[config.mk]
export PLATFORM = sky130hd
export DESIGN_NAME = serial_addsub_ctrl
export DESIGN_NICKNAME = d
export VERILOG_FILES = /design/src/rtl/serial_addsub_ctrl.sv
export SDC_FILE = /design/constraint.sdc
export NUM_CORES = 1
export LEC_CHECK = 0
export CAP_MARGIN = 20
export CORE_ASPECT_RATIO = 1.5
export CORE_MARGIN = 8
export CORE_UTILIZATION = 39
export DETAILED_ROUTE_END_ITERATION = 12
export PLACE_DENSITY = 0.71
export SKIP_CTS_REPAIR_TIMING = 1
export SLEW_MARGIN = 20
export SYNTH_ARGS = -nofsm -noshare
export SYNTH_HDL_FRONTEND = slang
export SYNTH_SLANG_ARGS = --single-unit
[constraint.sdc]
create_clock -name clk -period 1.6 [get_ports clk]
set_clock_uncertainty 0.05 [all_clocks]
set_input_delay 0.24 -clock clk [delete_from_list [all_inputs] [get_ports clk]]
set_output_delay 0.24 -clock clk [all_outputs]
set_load 0.05 [all_outputs]
[src/rtl/serial_addsub_ctrl.sv]
// rtl/serial_addsub_ctrl.sv - Bit-serial add/subtract sequencer driving one shared 1-bit full-adder slice.
// Operands stream LSB-first through the external slice; carry is chained through r_carry.
module serial_addsub_ctrl #(
  parameter int WIDTH = 8
) (
  input  logic             clk,
  input  logic             rst_n,
  input  logic             start,
  input  logic [WIDTH-1:0] op_a,
  input  logic [WIDTH-1:0] op_b,
  input  logic             sub,
  output logic             fa_a,
  output logic             fa_b,
  output logic             fa_cin,
  output logic             fa_sel,
  input  logic             fa_sum,
  input  logic             fa_cout,
  output logic             busy,
  output logic             done,
  output logic [WIDTH-1:0] result,
  output logic             cout,
  output logic             ovf
);

  localparam int CW = $clog2(WIDTH);

  typedef enum logic [1:0] {
    S_IDLE = 2'd0,
    S_RUN  = 2'd1,
    S_DONE = 2'd2
  } state_t;

  state_t           r_state;
  state_t           w_state_nxt;
  logic [WIDTH-1:0] r_sh_a;
  logic [WIDTH-1:0] r_sh_b;
  logic [WIDTH-1:0] r_result;
  logic [CW-1:0]    r_cnt;
  logic             r_carry;
  logic             r_sub;
  logic             r_cout;
  logic             r_ovf;
  logic             w_run;
  logic             w_last;

  assign w_run  = (r_state == S_RUN);
  assign w_last = (r_cnt == CW'(WIDTH - 1));

  always_ff @(posedge clk or negedge rst_n) begin
    if (!rst_n) begin
      r_state <= S_IDLE;
    end else begin
      r_state <= w_state_nxt;
    end
  end

  always_comb begin
    w_state_nxt = r_state;
    case (r_state)
      S_IDLE:  if (start) w_state_nxt = S_RUN;
      S_RUN:   if (w_last) w_state_nxt = S_DONE;
      S_DONE:  w_state_nxt = S_IDLE;
      default: w_state_nxt = S_IDLE;
    endcase
  end

  always_ff @(posedge clk or negedge rst_n) begin
    if (!rst_n) begin
      r_sh_a   <= '0;
      r_sh_b   <= '0;
      r_result <= '0;
      r_cnt    <= '0;
      r_carry  <= 1'b0;
      r_sub    <= 1'b0;
      r_cout   <= 1'b0;
      r_ovf    <= 1'b0;
    end else begin
      case (r_state)
        S_IDLE: begin
          if (start) begin
            r_sh_a   <= op_a;
            r_sh_b   <= op_b;
            r_sub    <= sub;
            // Subtract seeds carry=1: the +1 of the two's-complement negation.
            r_carry  <= sub;
            r_cnt    <= '0;
            r_result <= '0;
          end
        end
        S_RUN: begin
          r_sh_a   <= {1'b0, r_sh_a[WIDTH-1:1]};
          r_sh_b   <= {1'b0, r_sh_b[WIDTH-1:1]};
          r_result <= {fa_sum, r_result[WIDTH-1:1]};
          r_carry  <= fa_cout;
          r_cnt    <= r_cnt + CW'(1);
          if (w_last) begin
            r_cout <= fa_cout;
            // Signed overflow: carry into the MSB differs from carry out of it.
            r_ovf  <= r_carry ^ fa_cout;
          end
        end
        default: begin
        end
      endcase
    end
  end

  assign fa_a   = w_run & r_sh_a[0];
  assign fa_b   = w_run & r_sh_b[0];
  assign fa_cin = w_run & r_carry;
  assign fa_sel = r_sub;

  assign busy   = (r_state != S_IDLE);
  assign done   = (r_state == S_DONE);
  assign result = r_result;
  assign cout   = r_cout;
  assign ovf    = r_ovf;

endmodule

Word-level counts from Yosys, hierarchy flattened:

Index checks and enable logic that the tools add are counted.
W data, S select, Z words.

* reductions and logical operators: 7
* eq/ne operators: 5
* bitwise operators: 4
* multiplexer cells: 13
* $add $sub $neg: 1

Operators with widths (number)
* $pmux W8 S2: 3
* $mux W8: 3
* $reduce_and A2 Y1: 4
* $pmux W3 S2: 1
* $mux W2: 2
* $pmux W2 S2: 1
* $reduce_bool A2 Y1: 2
* $add A3 B1 Y3 const B: 1
* $and A1 B1 Y1: 3
* $eq A3 B3 Y1 const B: 1
* $mux W3: 1
* $eq A2 B1 Y1 const B: 1
* $eq A2 B2 Y1 const B: 1
* $logic_not A2 Y1: 1
* $ne A2 B1 Y1 const B: 1
* $ne A2 B2 Y1 const B: 1
* $pmux W1 S2: 1
* $mux W1: 1
* $xor A1 B1 Y1: 1

* register bits: 33
* word-level logic and storage cells: 39
* output and inout bits: 16
* bits of input ports: 22

Depth between registers and ports, before layout:

Gate-level depths: netlist (run 1).

* depth after elaboration: 3
* mapped depth: 6
* gate-level depth less buffers: 5

Worst setup path before layout (run 1):

OpenSTA, ideal clock, no wires.

* path type: register to output
* start point: reg r_state[1]
* end point: out done
* slack: -9 ps
* buffers on the path: 2
* data arrival time: 1319 ps
* stages on the path, launching flop included: 5
* required time: 1310 ps
* cell sequence: dfrtp_1 -> buf_6 -> inv_2 -> buf_2 -> nor2_1

* cells in the longest elaborated chain, start to end: 1

RTL lines
* from (decl): line 33 `state_t r_state;`
* from (signal assigned): line 53 `r_state <= w_state_nxt;`
* $eq A2 B2 Y1: line 114 `assign done = (r_state == S_DONE);`
* to (decl): line 19 `output logic done,`

Every way passes these cells.

Worst setup path in the final report (run 1):

* start point: reg r_state[0]
* end point: out fa_cin

* cells in the longest elaborated chain, start to end: 2

RTL lines
* $eq A2 B1 Y1: line 46 `assign w_run = (r_state == S_RUN);`
* $and A1 B1 Y1: line 110 `assign fa_cin = w_run & r_carry;`
* to (decl): line 14 `output logic fa_cin,`

Every way passes these cells.

==> metrics.cfg, run 1 <==
[run_status]
status=complete, no violations

[yosys]
async_reset_ff_share_pct=100
synth_ff_type=dfrtp_1
synth-edff-count=0
synth.top_cell.area_share_pct=54.7
post-synth-top-area-cell=dfrtp_1
ys_ff_latch=33
ys_types=25
synthCells=133
synth.net_count=157
yosysWarningCount=0
synthesis.area_mm2=0.00151
synth-seq-area-share_pct=54.7
synth.area.top_cells=dfrtp_1 (55%), o22ai_1 (12%), a21oi_1 (6.0%), a22o_1 (5.8%), buf_6 (3.0%)
synth_area_per_cell_um2=11.3

[clock_network]
clock_path_buffers=2
ctsHtreeMaxLevel=2
clkTransAtPathRegs_ns=0.07
cts_tree=yes
cts_sinks=33
clockRootBuffer=clkbuf_8
cts_buffers=5
clk-insertion-delay-late_ns=0.28

[routing]
wl_met3_um=193
drt_wl_total_mm=3.66
drc=0
drtAntennaViolNets=0
drtIter0Drc=33
via_count=1213
met1Wirelength_mm=1.50
top_layer_used=met4
met2WireLength_mm=1.90
post_drt_wl_per_cell_um=16.6
dr.pass1.iters=4
vias_per_cell=5.49

[global_route]
grt_max_degree=34
track_usage_pct=12.9
antenna_found_initial=0
grt_pass1_vias=1311
grt_pass1_wl_mm=6.29
grt-ovfl-total=0

[final_layout]
final_cell_area_mm2=0.00203
fin_util_pct=55.1
synthToLayoutAreaGrowth_pct=34.4
stdcell_count=221
nNetsFinal=201
n_fill_cell=319
drive_gt1_share_pct=25.8
diodes=0

[floorplan]
core_area_mm2=0.00368
initial_core_util_pct=41.0
die_w_um=66.8
dieArea_mm2=0.00616
io_pins=38
rows=27
die_height_um=92.2

[critical_path]
worst_ep_arrival_time_ns=1.26
startpoint=r_state[0]
crit_end=fa_cin
path_cells=nor2b_4, and2_1, buf_12
crit_type=reg2out
worstPathBufferInverterCount=1
crit_family=simple AND/OR/NAND/NOR gates
ff2ff_path_depth=2
worstSetupPathDepth=3
critPathMaxFanout=6
r2r_slack_ns=0.08
end_kind=output port
reg2reg_from=r_state[0]
cp_slowest_cell=dfrtp_2
max_stage_delay_ns=0.41
crit_required_ns=1.31
startpoint_type=register
rr_endpoint=result[6]

[timing]
relSlewSlack_pct=41.4
setup_tns_ns=0
rsz0062_at_grt=yes
min_period_ns=1.55
final-hold-violation-count=0
worst_pin_slew_ns=0.878
min_period_over_period_pct=97.1
slew_violations=0
setup_viol_count_final=0
timing.fmax_ghz=0.643

[power_and_ir_drop]
power_density_mw_per_mm2=2190
p_clk_share_pct=13.2
seqPwrFrac_pct=33.8
vdd_ir_drop_max_v=0.00138
pwr-share-comb_pct=53.1
p_leak_nw=0.881
netSwitchingPower_mw=1.92
swShare_pct=43.2
cell_internal_pwr_mw=2.52

[place]
routabilityCongestion=0.800
placed_cell_area_mm2=0.00193
port_buffers=37
hpwl_mm=2.65
dp.cells=211

[job]
max-cap-violations=0

[min_path]
hold_path.class=in2async

Yosys cell counts (2+ instances only):
cell     number
nor2b_1       2
buf_4         5
nor2_1        3
and2_1        3
mux2_4        2
dfrtp_1      33
a22o_1       10
buf_2         2
a21oi_1      18
nand2_1       4
o21ai_0       4
o22ai_1      30
buf_6         4
ha_1          2
worst register-to-register path: cells and delay by family, from the launching register on:
kind	cells	cell delay, ns
flops	1	0.44
compound gates	2	0.95
placed cells by master, fill, tap and decap left out:
cell             synthesis  layout
o21bai_1                 1       1
and2_4                   1       2
nand2b_1                 1       1
nor2_2                   1       2
buf_4                    5      23
o22ai_1                 30      30
buf_12                   0       5
a21oi_1                 18      18
clkdlybuf4s50_1          0      21
dfrtp_2                  0       2
nand2_1                  4       4
nand2b_4                 1       1
o21ai_1                  1       1
clkbuf_1                 0       1
nor2b_1                  2       2
dfrtp_1                 33      31
clkinv_1                 1       1
o21ai_0                  4       4
ha_1                     2       2
nor2b_4                  1       1
nor2_1                   3       2
and2_1                   3       2
inv_2                    1       1
clkbuf_8                 0       5
mux2_4                   2       2
clkinv_2                 0       2
xnor2_1                  1       1
a22o_1                  10      10
cell families after synthesis:
| kind of cell | synth area share [%] |
|---|---|
| AOI/OAI and AO/OA | 26.4 |
| xor gates and xnor gates | 0.581 |
| adders and majority gates | 1.66 |
| buffers and inverters | 7.63 |
| DFF | 54.7 |
| muxes | 1.99 |
| and+or+nand+nor | 7.05 |
power groups by stage:
stage | sequential (mW) | clock (mW) | combinational, mW
floorplan | 1.84 | 0 | 1.21
global placement | 1.49 | 0 | 2.28
detailed placement | 1.51 | 0 | 2.33
CTS | 1.50 | 0.601 | 2.34
global route | 1.56 | 0.637 | 2.53
finish | 1.50 | 0.585 | 2.36
flip-flops by register name, summed over array words and instances, names as in the netlist:
register and count:
r_state 2, ovf 1, result 8, r_sh_a 8, fa_sel 1, r_sh_b 8
r_cnt 3, cout 1, r_carry 1
how the worst min path moves through the flow:
stage,slack [ns],startpoint,end
after floorplan,-0.11,rst_n,cout
after global placement,0.42,r_cnt[0],r_cnt[0]
after detailed placement,0.42,r_cnt[0],r_cnt[0]
after CTS,0.33,rst_n,r_cnt[2]
after global routing,0.37,rst_n,r_sh_b[7]
final,0.31,rst_n,result[3]
area by class of cell:
cell class | instances | area, µm² | share of cell area [%]
sequential | 33 | 828 | 40.8
timing repair buffer | 49 | 483 | 23.8
multi-input combinational | 86 | 573 | 28.3
clock buffer | 6 | 72.6 | 3.58
tap | 43 | 53.8 | 2.65
inverter | 2 | 7.51 | 0.370
clock inverter | 2 | 10.0 | 0.494
metrics by stage:
stage | power (mW) | hold slack, ns | setup slack, ns
floorplan | 3.05 | -0.106 | 0.0933
global placement | 3.77 | 0.423 | -0.0296
detailed placement | 3.84 | 0.424 | -0.115
CTS | 4.44 | 0.327 | -0.0349
global route | 4.73 | 0.371 | -0.0249
finish | 4.44 | 0.310 | 0.0460
metal layers:
metal	track usage, %	vias to the layer above
met1	14.8	586
met5	0	-
li1	-	592
met2	20.9	29
met4	4.47	0
met3	4.87	6
No activity file was read; power rests on OpenSTA's default activity.
==> run 2: changes to the inputs <==
Settings changed: CORE_MARGIN 8 to 2.
==> run 2 against run 1 <==
  * Final cell count rose by 0.90%
  * Design area up 2.0%
  * Routed wire length down 4.7%
  * Die area is 29% lower
  * Utilization grew 1.1 points
  * Worst setup slack lost 0.034 ns
  * Register-to-register slack gained 0.08 ns
  * Total power up 2.1%
  * Critical path type unchanged
==> metrics.cfg, run 2 (synthesized netlist as in run 1, its figures left out) <==
[global_route]
grt.busiest_layer=met2
grt-ovfl-total=0
grt_pass1_vias=1215
antenna_found_initial=0
grt_pass1_wl_mm=5.73
grt_util_met3_pct=5.95
use_met2_pct=27.6
use_met1_pct=22.4
grt_max_degree=34
track_usage_pct=18.3

[timing]
slew_violations=0
setup_viol_count_final=0
relSlewSlack_pct=72.5
min_period_ns=1.59
final-hold-violation-count=0
min_period_over_period_pct=99.2
hold_slack_ns=0.293
worst_pin_slew_ns=0.413
setup_tns_ns=0
rsz0062_at_grt=yes
timing.fmax_ghz=0.630

[critical_path]
startpoint_type=register
ff2ff_path_depth=4
crit_required_ns=1.31
crit_type=reg2out
end_kind=output port
critPathMaxFanout=6
worst_ep_arrival_time_ns=1.30

[power_and_ir_drop]
power_mw=4.53
p_leak_nw=0.899
vdd_ir_drop_max_v=0.00139
power_density_mw_per_mm2=2190

[clock_network]
clockRootBuffer=clkbuf_8
ctsHtreeMaxLevel=2
clkTransAtPathRegs_ns=0.07
cts_sinks=33
clock_path_buffers=2
cts_tree=yes
cts_buffers=5
clk-insertion-delay-late_ns=0.29

[place]
routabilityCongestion=0.799
hpwl_mm=2.43
dp.cells=210
port_buffers=37

[floorplan]
io_pins=38
dieArea_mm2=0.00439
die_w_um=54.8
initial_core_util_pct=41.0
die_height_um=80.2
core_area_mm2=0.00368
rows=27

[final_layout]
nNetsFinal=203
n_fill_cell=307
multi_input_area_um2=581
seq_area_um2=827
synthToLayoutAreaGrowth_pct=37.1
final_common_cell=dfrtp_1
layout_common_cells=dfrtp_1 (32), o22ai_1 (30), buf_4 (24)
diodes=0
stdcell_count=223
drive_gt1_share_pct=28.3

[routing]
drc=0
vias_per_cell=5.58
drt_wl_total_mm=3.49
drtAntennaViolNets=0
via_count=1245
post_drt_wl_per_cell_um=15.6
dr.pass1.iters=7
drtIter0Drc=46

[job]
max-cap-violations=0

[min_path]
hold_path.class=in2async

[run_status]
status=complete, no violations

run 2: area by class of cell:
cell class                 instances  share of cell area (%)
tap                               43                    2.60
multi-input combinational         86                    28.1
inverter                           2                   0.484
timing repair buffer              51                    24.7
clock buffer                       5                    3.33
sequential                        33                    40.0
clock inverter                     3                   0.847
run 2: path summary, 6_finish.rpt:
kind	start	endpoint	slack, ns
max reg2reg	r_cnt[0]	cout	0.16
max in group asynchronous	rst_n	r_state[1]	0.89
min reg2reg	r_cnt[0]	r_cnt[0]	0.45
max	r_state[1]	fa_cin	0.01
min in group clk	r_cnt[0]	r_cnt[0]	0.45
min	rst_n	r_sh_b[2]	0.29
run 2: metrics by stage:
stage / utilization [%] / cell area, µm² / setup WS [ns]
finish: 56.2 / 2070 / 0.0125
global route: 56.2 / 2070 / -0.0258
CTS: 54.8 / 2020 / -0.0664
detailed placement: 52.4 / 1930 / 0.0594
global placement: 52.4 / 1930 / 0.110
floorplan: - / 1510 / 0.0933
run 2: worst max-delay path, cell delays in order (launching register included):
cell,delay [ns]
dfrtp_2,0.48
nor2b_4,0.21
and2_4,0.18
buf_12,0.13
run 2: per-layer routing:
layer / wire length, µm / up-vias
met2: 1780 / 39
met3: 190 / 10
met5: 0 / -
met1: 1430 / 601
li1: - / 595
met4: 85 / 0
run 2: power by group:
part / internal (mW) / switching (mW) / total, mW
clock network: 0.300 / 0.318 / 0.618
logic: 1.07 / 1.34 / 2.41
registers: 1.21 / 0.297 / 1.51
total: 2.58 / 1.95 / 4.53
==> run 3: changes to the inputs <==
Settings changed: CELL_PAD_IN_SITES_DETAIL_PLACEMENT from default to 0, CELL_PAD_IN_SITES_GLOBAL_PLACEMENT from default to 1, CORE_UTILIZATION 39 to 37, PLACE_DENSITY 0.71 to 0.83.
==> run 3 against run 2 <==
  * Worst hold slack improved by 0.0057 ns
  * Register-to-register slack lost 0.02 ns
  * First-iteration DRC count is 15% lower
  * Largest cell class unchanged
==> metrics.cfg, run 3 (synthesized netlist as in run 1, its figures left out) <==
[run_status]
status=complete, no violations

[critical_path]
path_cells=nor2b_4, and2_4, buf_12
end_kind=output port
worstPathBufferInverterCount=1
max_stage_delay_ns=0.42
worst_ep_arrival_time_ns=1.25
cp_slowest_cell=dfrtp_2
critPathMaxFanout=6
startpoint=r_state[0]
startpoint_type=register
crit_type=reg2out
crit_family=flip-flops
reg2reg_from=r_state[0]
crit_required_ns=1.31

[clock_network]
clk-insertion-delay-late_ns=0.29
cts_buffers=5
clkTransAtPathRegs_ns=0.07
cts_sinks=33
cts_tree=yes
clock_path_buffers=2
ctsHtreeMaxLevel=2
clockRootBuffer=clkbuf_8

[place]
pre_cts_ws_ns=-0.133
port_buffers=37
hpwl_mm=2.55
routabilityCongestion=0.693
placed_cell_area_mm2=0.00193

[floorplan]
die_w_um=56.1
io_pins=38
rows=28
dieArea_mm2=0.00462
core_area_mm2=0.00392
initial_core_util_pct=38.5
die_height_um=82.2

[final_layout]
fin_util_pct=53.5
multi_input_area_um2=581
nNetsFinal=202
layout_common_cells=dfrtp_1 (31), o22ai_1 (30), buf_4 (22)
diodes=0
n_fill_cell=357
seq_area_um2=828
final_common_cell=dfrtp_1
final_cell_area_mm2=0.00210
synthToLayoutAreaGrowth_pct=39.2
drive_gt1_share_pct=27.9

[min_path]
hold_path.class=in2async

[timing]
slew_violations=0
worst_pin_slew_ns=0.797
rsz0062_at_grt=yes
relSlewSlack_pct=46.8
timing.fmax_ghz=0.651
final-hold-violation-count=0
min_period_over_period_pct=96.0
worst_slack_ns=0.0645
min_period_ns=1.54
setup_viol_count_final=0

[power_and_ir_drop]
p_leak_nw=0.912
power_density_mw_per_mm2=2250
vdd_ir_drop_max_v=0.00133

[global_route]
grt-ovfl-total=0
grt_max_degree=34
antenna_found_initial=0
track_usage_pct=17.1
grt_pass1_vias=1276
grt_pass1_wl_mm=6.01

[routing]
via_count=1255
drtAntennaViolNets=0
vias_per_cell=5.60
dr.pass1.iters=4
drc=0
post_drt_wl_per_cell_um=16.2
drtIter0Drc=39
drt_wl_total_mm=3.63

[job]
max-cap-violations=0

==> run 3: cell count changes in the layout (fill, tap and decap cells not counted), sizes merged <==
cell / before / now
buf: 30 / 28
clkinv: 3 / 1
bufinv: 0 / 1
clkbuf: 5 / 6
dlymetal6s2s: 0 / 1
==> run 3: worst reg2reg max path: stages, from the launching register on <==
cell	delay, ns
dfrtp_2	0.45
o21bai_1	0.66
a22o_1	0.24
==> run 3: metrics by stage <==
step	TNS [ns]	std cells	power, mW	hold WS (ns)
5_1_grt	-0.0118	224	5.03	0.327
3_5_place_dp	-1.28	212	3.83	0.427
6_report	0	224	4.73	0.299
2_1_floorplan	0	133	3.05	-0.106
4_1_cts	-0.284	220	4.67	0.296
3_3_place_gp	-0.0369	212	3.75	0.422
==> run 3: path summary, 6_finish.rpt <==
path / slack (ns) / end / cells past startpoint
setup / recovery: 0.06 / fa_b / 3
hold / removal: 0.30 / fa_sel / 2
setup reg to reg: 0.14 / r_cnt[2] / 2
hold reg to reg: 0.44 / r_cnt[0] / 1
max in group asynchronous: 0.87 / r_state[1] / 2
min in group clk: 0.44 / r_cnt[0] / 1
==> run 3: area by class of cell <==
class | count | area share (%)
Clock buffer | 6 | 3.93
Clock inverter | 2 | 1.79
Inverter | 2 | 0.357
Multi-Input combinational cell | 86 | 27.6
Sequential cell | 33 | 39.4
Tap cell | 45 | 2.68
Timing Repair Buffer | 50 | 24.2
==> run 3: report_power, final <==
part           leakage, nW  internal, mW  switching (mW)
Clock               0.0574         0.506           0.313
Sequential           0.396          1.21           0.309
Combinational        0.458          1.05            1.34
==> run 3: routing by layer <==
metal	vias to the layer above	wire length, µm	track usage (%)
met3	7	206	6.70
met5	-	0	0
met4	0	56	7.14
li1	590	-	-
met1	625	1440	18.8
met2	33	1930	29.6
